### config.mk
export PLATFORM = sky130hd
export DESIGN_NAME = seven_segment_scan_driver
export DESIGN_NICKNAME = d
export VERILOG_FILES = /design/src/rtl/seven_segment_scan_driver.sv
export SDC_FILE = /design/constraint.sdc
export NUM_CORES = 1
export LEC_CHECK = 0
export ABC_AREA = 1
export CAP_MARGIN = 10
export CORE_ASPECT_RATIO = 0.9
export CORE_MARGIN = 4
export CORE_UTILIZATION = 54
export CTS_CLUSTER_SIZE = 14
export DETAILED_ROUTE_END_ITERATION = 10
export GPL_TIMING_DRIVEN = 0
export PLACE_DENSITY = 0.77
export SYNTH_ARGS = -nofsm -noshare
export SYNTH_HDL_FRONTEND = slang
export SYNTH_SLANG_ARGS = --single-unit
### constraint.sdc
create_clock -name clk -period 2.6 [get_ports clk]
set_input_delay 0.52 -clock clk [delete_from_list [all_inputs] [get_ports clk]]
set_output_delay 0.52 -clock clk [all_outputs]
set_load 0.01 [all_outputs]
### src/rtl/seven_segment_scan_driver.sv
// rtl/seven_segment_scan_driver.sv - multiplexed 7-segment scan driver; SEG_HEX_EN enables A-F glyphs
module seven_segment_scan_driver #(
   parameter int NUM_DIGITS = 4,
   parameter int SCAN_DIV   = 1000,
   parameter int BLANK_CYC  = 2
) (
   input  logic                    clk,
   input  logic                    rst,
   input  logic                    en,
   input  logic                    load,
   input  logic [4*NUM_DIGITS-1:0] digits_in,
   input  logic [NUM_DIGITS-1:0]   dp_in,
   input  logic                    lz_en,
   output logic [7:0]              seg_out,
   output logic [NUM_DIGITS-1:0]   dig_sel_n,
   output logic                    frame_tick,
   output logic                    pending
);

   localparam int PW = $clog2(SCAN_DIV);
   localparam int IW = (NUM_DIGITS > 1) ? $clog2(NUM_DIGITS) : 1;
   localparam logic [PW-1:0] PRESC_LAST = PW'(SCAN_DIV - 1);
   localparam logic [IW-1:0] IDX_LAST   = IW'(NUM_DIGITS - 1);
   localparam logic [PW-1:0] BLANK_END  = PW'(BLANK_CYC);

   logic [PW-1:0]           presc;
   logic [IW-1:0]           idx;
   logic [4*NUM_DIGITS-1:0] shadow_dig;
   logic [NUM_DIGITS-1:0]   shadow_dp;
   logic [4*NUM_DIGITS-1:0] disp_dig;
   logic [NUM_DIGITS-1:0]   disp_dp;

   logic                    frame_wrap;
   logic                    in_blank;
   logic [3:0]              cur_nib;
   logic                    cur_dp;
   logic                    cur_lz;
   logic [NUM_DIGITS-1:0]   sel_n;

   function automatic logic [6:0] decode(input logic [3:0] n);
      case (n)
         4'h0: decode = 7'h3F;
         4'h1: decode = 7'h06;
         4'h2: decode = 7'h5B;
         4'h3: decode = 7'h4F;
         4'h4: decode = 7'h66;
         4'h5: decode = 7'h6D;
         4'h6: decode = 7'h7D;
         4'h7: decode = 7'h07;
         4'h8: decode = 7'h7F;
         4'h9: decode = 7'h6F;
`ifdef SEG_HEX_EN
         4'hA: decode = 7'h77;
         4'hB: decode = 7'h7C;
         4'hC: decode = 7'h39;
         4'hD: decode = 7'h5E;
         4'hE: decode = 7'h79;
         4'hF: decode = 7'h71;
`endif
         default: decode = 7'h00;
      endcase
   endfunction

   assign frame_wrap = en && (presc == PRESC_LAST) && (idx == IDX_LAST);
   assign in_blank   = (presc < BLANK_END);

   // Pick the current digit's nibble/dp/select and decide leading-zero blanking top-down
   always_comb begin
      logic run_zero;
      run_zero = 1'b1;
      cur_nib  = 4'h0;
      cur_dp   = 1'b0;
      cur_lz   = 1'b0;
      sel_n    = '1;
      for (int i = NUM_DIGITS - 1; i >= 0; i--) begin
         run_zero = run_zero && (disp_dig[4*i +: 4] == 4'h0);
         if (idx == IW'(i)) begin
            cur_nib  = disp_dig[4*i +: 4];
            cur_dp   = disp_dp[i];
            cur_lz   = lz_en && run_zero && (i != 0);
            sel_n[i] = 1'b0;
         end
      end
   end

   // Scan timing, double buffer and frame commit
   always_ff @(posedge clk) begin
      if (rst) begin
         presc      <= '0;
         idx        <= '0;
         frame_tick <= 1'b0;
         pending    <= 1'b0;
         shadow_dig <= '0;
         shadow_dp  <= '0;
         disp_dig   <= '0;
         disp_dp    <= '0;
      end else begin
         if (!en) begin
            presc <= '0;
            idx   <= '0;
         end else if (presc == PRESC_LAST) begin
            presc <= '0;
            idx   <= (idx == IDX_LAST) ? '0 : idx + 1'b1;
         end else begin
            presc <= presc + 1'b1;
         end
         frame_tick <= frame_wrap;
         // Commit uses the shadow as it was before any same-edge load
         if (frame_wrap && pending) begin
            disp_dig <= shadow_dig;
            disp_dp  <= shadow_dp;
         end
         if (load) begin
            shadow_dig <= digits_in;
            shadow_dp  <= dp_in;
            pending    <= 1'b1;
         end else if (frame_wrap) begin
            pending    <= 1'b0;
         end
      end
   end

   // Registered pin drive: blank gap at slot start, forced off while disabled
   always_ff @(posedge clk) begin
      if (rst) begin
         seg_out   <= 8'h00;
         dig_sel_n <= '1;
      end else if (!en || in_blank) begin
         seg_out   <= 8'h00;
         dig_sel_n <= '1;
      end else begin
         seg_out   <= {cur_dp, cur_lz ? 7'h00 : decode(cur_nib)};
         dig_sel_n <= sel_n;
      end
   end

endmodule

After elaboration in Yosys (flattened, before gate mapping)
Memories as Yosys holds them, arrays and structs flattened. A register that Yosys moved wholly into a read port is not among the register bits.
Index checks and enable logic that the tools add are counted.
{"block": "word_totals", "mem_bits_ro": 112, "wordCells": 57, "n_memories": 1, "regBits": 59, "in_bits": 25}
{"memory": "(no name shown)", "words": 16, "word_bits": 7, "rd": 1, "rd_ports_with_merged_regs": 1, "write_ports": 0, "line": "41", "source": "case (n)"}
{"block": "classes", "addsub": 2, "n_reduce_logical": 19, "bitwise": 1, "n_lt_le_gt_ge": 1, "muxes": 19, "eq_ne": 4}
{"op": "4-bit 2-to-1 mux", "n": 4}
{"op": "1-bit 2-to-1 mux", "n": 14}
{"op": "4-bit zero test", "n": 3}
{"op": "10-bit by 1-bit adder with 10-bit output, second input constant", "n": 1}
{"op": "10-bit equality test, second input constant", "n": 1}
{"op": "10-bit by 2-bit < comparator with 1-bit output, second input constant", "n": 1}
{"op": "1-bit logical AND", "n": 8}
{"op": "3-bit OR reduction", "n": 2}
{"op": "2-bit equality test, second input constant", "n": 2}
{"op": "2-bit OR reduction", "n": 2}
{"op": "2-bit by 1-bit adder with 2-bit output, second input constant", "n": 1}
{"op": "2-bit by 1-bit equality test with 1-bit output, second input constant", "n": 1}
{"op": "2-bit zero test", "n": 1}
{"op": "2-bit 2-to-1 mux", "n": 1}
{"op": "2-bit nonzero test", "n": 1}
{"op": "1-bit zero test", "n": 1}
{"op": "1-bit logical OR", "n": 1}
{"op": "1-bit NOT", "n": 1}

Longest topological paths before layout
Gate-level depths: netlist of the first run.
{"block": "logic_depth", "depth_word": 7, "ltp_mapped": 14}

Least setup slack after synthesis of the first run
OpenSTA, ideal clock, no wires.
{"block": "synth_timing", "kind": "register to register", "startpoint": "reg idx[0]", "endpoint": "reg seg_out[3]", "stages_incl_launch_ff": 11, "t_required_ns": 2.529, "setup_slack_ns": 0.575, "arrival_ns": 1.955, "setup_time_ns": 0.071, "n_path_buf": 0, "path_cell_list": "dfxtp_1 -> inv_1 -> ha_1 -> inv_1 -> o21ai_0 -> inv_1 -> ha_1 -> inv_1 -> o21ai_0 -> nand2_1 -> a21oi_1"}
{"block": "synth_via", "elab_chain_cells": 6}
{"item": "start: declaration", "line": "27", "source": "logic [IW-1:0] idx;"}
{"item": "start signal: assignment", "line": "103", "source": "idx <= (idx == IDX_LAST) ? '0 : idx + 1'b1;"}
{"item": "2-bit equality test", "line": "77", "source": "if (idx == IW'(i)) begin"}
{"item": "1-bit 2-to-1 mux (4 in a row)", "line": "77"}
{"item": "3-bit OR reduction (no line)"}
{"item": "end: declaration", "line": "14", "source": "output logic [7:0] seg_out,"}
Several ways; a longest one is shown, not always the timed one.
A chain may end at the register's enable or synchronous reset.

Worst setup path after layout of the first run
Same ends and word-level chain as after synthesis.

==> impl_metrics.env, run 1 <==
export IMPL_r2r_end="seg_out[3]$_SDFF_PP0_"
export IMPL_hp_class="input port to flip-flop"
export IMPL_p_seq_share_pct=53.1
export IMPL_layout_common_cells="nor2_1, nand2_1, dfxtp_1, clkdlybuf4s50_1, a21oi_1"
export IMPL_reg2reg_slack_ns=0.29
export IMPL_worstReg2RegStart="idx[0]$_SDFFE_PP0N_"
export IMPL_synth_edf_count=0
export IMPL_hold_depth=2
export IMPL_dieArea_um2=6590
export IMPL_rsz0062_at_grt="no"
export IMPL_cts_max_path_buffers=2
export IMPL_p_sw_share_pct=22.8
export IMPL_clkSinkCount=66
export IMPL_grtUsageTotal_pct=18.8
export IMPL_hold_path_end="disp_dig[15]$_SDFFE_PP0P_"
export IMPL_core_rowCount=24
export IMPL_die_w_um=85.1
export IMPL_outcome="completed"
export IMPL_tightest_slew_ns=0.479
export IMPL_core_area_um2=5010
export IMPL_period_needed_ns=2.31
export IMPL_ys_seq_elements=66
export IMPL_wl_um=5770
export IMPL_numPortBuffers=36
export IMPL_cap_violations=0
export IMPL_die_y_um=77.4
export IMPL_muxShareOfSynthArea_pct=0
export IMPL_synth_cells=376
export IMPL_fmax_mhz=432
export IMPL_vias=2473
export IMPL_yosysSeqAreaShare_pct=45.7
export IMPL_worstPathArrival_ns=2.57
export IMPL_setup_violations=0
export IMPL_hold_slack_ns=0.445
export IMPL_synth_xor_area_share_pct=0.909
export IMPL_synth_simple_gate_area_share_pct=30.4
export IMPL_antenna_found_initial=0
export IMPL_slew_violations=0
export IMPL_power_frac_clock_pct=41.6
export IMPL_reg2reg_depth=10
export IMPL_initial_core_util_pct=57.6
export IMPL_synth_area_um2=2890
export IMPL_grt_pass1_vias=2386
export IMPL_worstHoldStart="rst"
export IMPL_gr_total_overflow=0
export IMPL_cts_buffers=9
export IMPL_cts_setup_buffers=0
export IMPL_synth_async_reset_ratio_pct=0
export IMPL_layout_commonest_cell="nor2_1"
export IMPL_antenna_cells=0
export IMPL_maxSlewHeadroom_pct=67.9
export IMPL_cts_resized=0
export IMPL_clkTransAtPathRegs_ns=0.07
export IMPL_fin_worst_skew_ns=0.0133
export IMPL_drt_iter0_drc=129
export IMPL_power_leakage_nw=1.52
export IMPL_finalWeightedCongestion=0.843
export IMPL_switchingPower_mw=0.451
export IMPL_area_growth_pct=21.7
export IMPL_cp_start_kind="flip-flop"
export IMPL_final_setup_tns_ns=0
export IMPL_routedWlPerCell_um=11.7
export IMPL_postRouteAntennaNets=0
export IMPL_synth_top_family_by_area="simple AND/OR/NAND/NOR gates"
export IMPL_cts_root_buffer="clkbuf_8"
export IMPL_ios=39
export IMPL_clkLatencyLatePin_ns=0.34
export IMPL_drt_first_pass_iters=5
export IMPL_crit_fanout=7
export IMPL_cts_htree_levels=3
export IMPL_syn_nets=412
export IMPL_detailed_place_hpwl_um=4200
export IMPL_cts_tree="done"
export IMPL_power_density_nw_per_um2=563
export IMPL_peakVddDrop_v=0.000441
export IMPL_nets=459
export IMPL_critical_path_class="flip-flop to flip-flop"
export IMPL_final_hold_violation_count=0
export IMPL_multiInputGateArea_um2=1360
export IMPL_synth_avg_cell_area_um2=7.68
export IMPL_cts_hold_buf=0
export IMPL_post_drt_via_cell_ratio=5.02
export IMPL_ys_flop_type="dfxtp_1"
export IMPL_synth_compound_area_share_pct=11.1
export IMPL_pwr_share_comb_pct=5.4
export IMPL_p_int_mw=1.53
export IMPL_grt_first_pass_wirelength_um=10100
export IMPL_grt_max_degree=12
export IMPL_yosysWarningCount=0
export IMPL_n_fill_cell=441
export IMPL_ff_latch_area_um2=1320
export IMPL_crit_required_ns=2.86
export IMPL_synth_adder_area_share_pct=4.76
export IMPL_drc=0
export IMPL_drive_gt1_share_pct=8.88
export IMPL_fin_crit_sh_pct=89.0
export IMPL_worstSetupEndpointType="flip-flop"
export IMPL_yosysUniqueCellTypes=33
==> kinds of logic after synthesis <==
group / count (synthesis)
xor+xnor: 3
compound gates: 61
simple gates: 190
flops: 66
fa+ha+maj: 11
buf+inv: 45
==> final cells by class <==
class | count | share of cell area (%)
Sequential cell | 66 | 37.6
Clock inverter | 5 | 1.57
Clock buffer | 11 | 3.74
Tap cell | 65 | 2.31
Timing Repair Buffer | 36 | 10.2
Buffer | 17 | 2.81
Inverter | 28 | 2.99
Multi-Input combinational cell | 265 | 38.8
==> synth_stat cells (2+ instances only) <==
library cell	number	area (um^2)
buf_6	4	45.0
nor3_1	2	10.0
o21ai_0	25	125
inv_1	27	101
dfxtp_1	66	1320
a21oi_1	28	140
buf_1	2	7.51
clkbuf_1	7	26.3
ha_1	11	138
nor2_2	6	37.5
a211oi_1	2	15.0
nand2_2	3	18.8
xor2_1	2	17.5
buf_2	4	20.0
nand3_1	15	75.1
nor2_4	2	22.5
nor2_1	69	259
nand2_1	68	255
nand4_1	17	106
nor3b_1	3	22.5
==> worst max path at each step <==
stage | from | to | slack [ns] | cells after the start
5_1_grt | idx[0]$_SDFFE_PP0N_ | seg_out[3]$_SDFF_PP0_ | 0.08 | 10
6_report | idx[0]$_SDFFE_PP0N_ | seg_out[3]$_SDFF_PP0_ | 0.29 | 10
2_1_floorplan | idx[0]$_SDFFE_PP0N_ | seg_out[3]$_SDFF_PP0_ | 0.57 | 10
3_5_place_dp | idx[0]$_SDFFE_PP0N_ | seg_out[3]$_SDFF_PP0_ | 0.09 | 10
3_3_place_gp | idx[0]$_SDFFE_PP0N_ | seg_out[3]$_SDFF_PP0_ | 0.15 | 10
4_1_cts | idx[0]$_SDFFE_PP0N_ | seg_out[3]$_SDFF_PP0_ | 0.06 | 10
==> metrics by stage <==
stage / cells / area [um^2] / setup WS [ns] / power (mW) / util, %
3_3_place_gp: 477 / 3330 / 0.154 / 1.18 / 66.4
3_5_place_dp: 477 / 3330 / 0.0857 / 1.18 / 66.4
2_1_floorplan: 376 / 2890 / 0.575 / 1.12 / -
6_report: 493 / 3520 / 0.286 / 1.98 / 70.1
4_1_cts: 493 / 3520 / 0.0612 / 1.99 / 70.1
5_1_grt: 493 / 3520 / 0.0822 / 2.05 / 70.1
==> power groups by stage <==
| stage | Sequential, mW | Combinational (mW) | Clock [mW] |
|---|---|---|---|
| 2_1_floorplan | 1.07 | 0.0538 | 0 |
| 3_3_place_gp | 1.07 | 0.104 | 0 |
| 3_5_place_dp | 1.07 | 0.106 | 0 |
| 4_1_cts | 1.05 | 0.107 | 0.837 |
| 5_1_grt | 1.05 | 0.120 | 0.878 |
| 6_report | 1.05 | 0.106 | 0.823 |
==> routing by layer <==
metal / GRT usage [%] / routed length (um)
met5: 0 / 0
met4: 4.91 / 48
met3: 6.36 / 343
met2: 32.0 / 2640
met1: 22.7 / 2740
==> registers in the layout (all words and copies together), names as in the netlist <==
| signal | cells |
|---|---|
| dig_sel_n | 4 |
| disp_dig | 16 |
| disp_dp | 4 |
| frame_tick | 1 |
| idx | 2 |
| pending | 1 |
| presc | 10 |
| seg_out | 8 |
| shadow_dig | 16 |
| shadow_dp | 4 |
==> critical path, stage by stage (launching register included) <==
cell and delay, ns:
dfxtp_1 0.33, inv_1 0.14, ha_1 0.32, inv_1 0.16, o21ai_1 0.42, inv_1 0.13
ha_1 0.30, inv_1 0.04, o21ai_0 0.19, nand2_1 0.07, a21oi_1 0.12
No activity file was read; power rests on OpenSTA's default activity.
==> run 2, diff against run 1 <==
MAX_ROUTING_LAYER = met4   (was default)
==> run 2 against run 1 <==
  * Power shrank 0.21%
  * Highest routed layer unchanged
  * Utilization stayed put
  * Non-clock buffer count stayed put
  * Combinational power is essentially flat
  * Fmax is essentially flat
  * Final area unchanged
  * Hold slack better by 0.00071 ns
  * Critical endpoint unchanged
  * Sequential power barely moved
  * Largest cell class unchanged
  * First-iteration DRC count rose by 9.3%
  * Wire length down 0.23%
  * Clock-buffer cell count did not move
  * Die area is the same
==> impl_metrics.env, run 2 (synthesis gave the netlist of run 1 again) <==
export IMPL_slew_violations=0
export IMPL_wl_um=5760
export IMPL_core_area_um2=5010
export IMPL_layout_common_cells="nor2_1, nand2_1, dfxtp_1, clkdlybuf4s50_1, a21oi_1"
export IMPL_place_area_um2=3330
export IMPL_postRouteAntennaNets=0
export IMPL_post_drt_via_cell_ratio=4.98
export IMPL_worstSetupEndpointType="flip-flop"
export IMPL_worstPathArrival_ns=2.57
export IMPL_critical_path_class="flip-flop to flip-flop"
export IMPL_maxSlewHeadroom_pct=67.8
export IMPL_nets=459
export IMPL_total_power_mw=1.98
export IMPL_core_rowCount=24
export IMPL_power_density_nw_per_um2=562
export IMPL_cts_max_path_buffers=2
export IMPL_cts_hold_buf=0
export IMPL_final_setup_tns_ns=0
export IMPL_ios=39
export IMPL_drt_iter0_drc=141
export IMPL_worst_slack_ns=0.287
export IMPL_peakVddDrop_v=0.000439
export IMPL_postLayoutCoreUtil_pct=70.1
export IMPL_grt_pass1_vias=2393
export IMPL_grt_max_degree=12
export IMPL_tightest_slew_ns=0.480
export IMPL_cp_common_cell="inv_1"
export IMPL_worstPathCellList="inv_1 -> ha_1 -> inv_1 -> o21ai_1 -> inv_1 -> ha_1 -> inv_1 -> o21ai_0 -> nand2_1 -> a21oi_1"
export IMPL_crit_fanout=7
export IMPL_vias=2457
export IMPL_drt_first_pass_iters=5
export IMPL_cts_setup_buffers=0
export IMPL_cts_tree="done"
export IMPL_fin_area_um2=3520
export IMPL_fmax_mhz=432
export IMPL_numPortBuffers=36
export IMPL_cts_htree_levels=3
export IMPL_area_growth_pct=21.7
export IMPL_antenna_cells=0
export IMPL_instances_no_fill=493
export IMPL_crit_path_max_incr_delay_ns=0.42
export IMPL_setup_violations=0
export IMPL_clkLatencyLatePin_ns=0.34
export IMPL_layout_commonest_cell="nor2_1"
export IMPL_drive_gt1_share_pct=8.88
export IMPL_die_w_um=85.1
export IMPL_cts_root_buffer="clkbuf_8"
export IMPL_hold_slack_ns=0.446
export IMPL_power_leakage_nw=1.52
export IMPL_period_needed_ns=2.31
export IMPL_fin_crit_sh_pct=88.9
export IMPL_cap_violations=0
export IMPL_detailed_place_hpwl_um=4200
export IMPL_dieArea_um2=6590
export IMPL_cts_buffers=9
export IMPL_clkSinkCount=66
export IMPL_drc=0
export IMPL_crit_required_ns=2.86
export IMPL_place_ws_ns=0.0857
export IMPL_grtUsageTotal_pct=19.3
export IMPL_clkTransAtPathRegs_ns=0.07
export IMPL_cp_start_kind="flip-flop"
export IMPL_largestRegisters="disp_dig: 16 flops, shadow_dig: 16 flops, presc: 10 flops"
export IMPL_grt_first_pass_wirelength_um=10100
export IMPL_dp_cells=477
export IMPL_outcome="completed"
export IMPL_rsz0062_at_grt="no"
export IMPL_hp_class="flip-flop to flip-flop"
export IMPL_finalWeightedCongestion=0.856
export IMPL_initial_core_util_pct=57.6
export IMPL_gr_total_overflow=0
export IMPL_routedWlPerCell_um=11.7
export IMPL_final_hold_violation_count=0
export IMPL_antenna_found_initial=0
export IMPL_fin_worst_skew_ns=0.0112
export IMPL_die_y_um=77.4
export IMPL_slowest_stage="o21ai_1"
==> run 2: cell counts in the layout (fill, tap and decap cells not counted) <==
No cell type changed its count.
==> run 2: area by class of cell <==
| type | instances | area (um^2) |
|---|---|---|
| sequential | 66 | 1320 |
| clock inverter | 5 | 55.1 |
| inverter | 28 | 105 |
| fill | 441 | 1500 |
| timing repair buffer | 36 | 360 |
| clock buffer | 11 | 131 |
| multi-input combinational | 265 | 1360 |
| tap | 65 | 81.3 |
| buffer | 17 | 98.8 |
==> run 2: worst max-delay path: cells and delay by family, from the launching register on <==
| kind | cells | cell delay (ns) |
|---|---|---|
| compound gates | 3 | 0.73 |
| fa+ha+maj | 2 | 0.62 |
| buf+inv | 4 | 0.47 |
| flops | 1 | 0.33 |
| simple gates | 1 | 0.07 |
==> run 2: path summary, 6_finish.rpt <==
check / slack (ns) / start / cells after the start / end
worst max-delay path: 0.29 / idx[0]$_SDFFE_PP0N_ / 10 / seg_out[3]$_SDFF_PP0_
worst min-delay path: 0.45 / presc[0]$_SDFF_PP0_ / 1 / presc[0]$_SDFF_PP0_
worst max register to register: 0.29 / idx[0]$_SDFFE_PP0N_ / 10 / seg_out[3]$_SDFF_PP0_
worst min register to register: 0.45 / presc[0]$_SDFF_PP0_ / 1 / presc[0]$_SDFF_PP0_
==> run 2: power by group <==
group          internal [mW]  leakage, nW  switching [mW]
Sequential              1.04        0.538          0.0141
Clock                  0.440       0.0893           0.379
Combinational         0.0526        0.891          0.0538
Total                   1.53         1.52           0.447
==> run 2: timing repair <==
item,4_1_cts,5_1_grt
endpoints found under the hold margin,0,0
setup endpoints to repair,0,5
gates resized for setup,0,1
==> run 2: metal layers <==
metal	wire length [um]	global-route usage [%]
met1	2700	22.6
met2	2640	32.1
met3	366	6.36
met4	48	4.91
met5	0	-
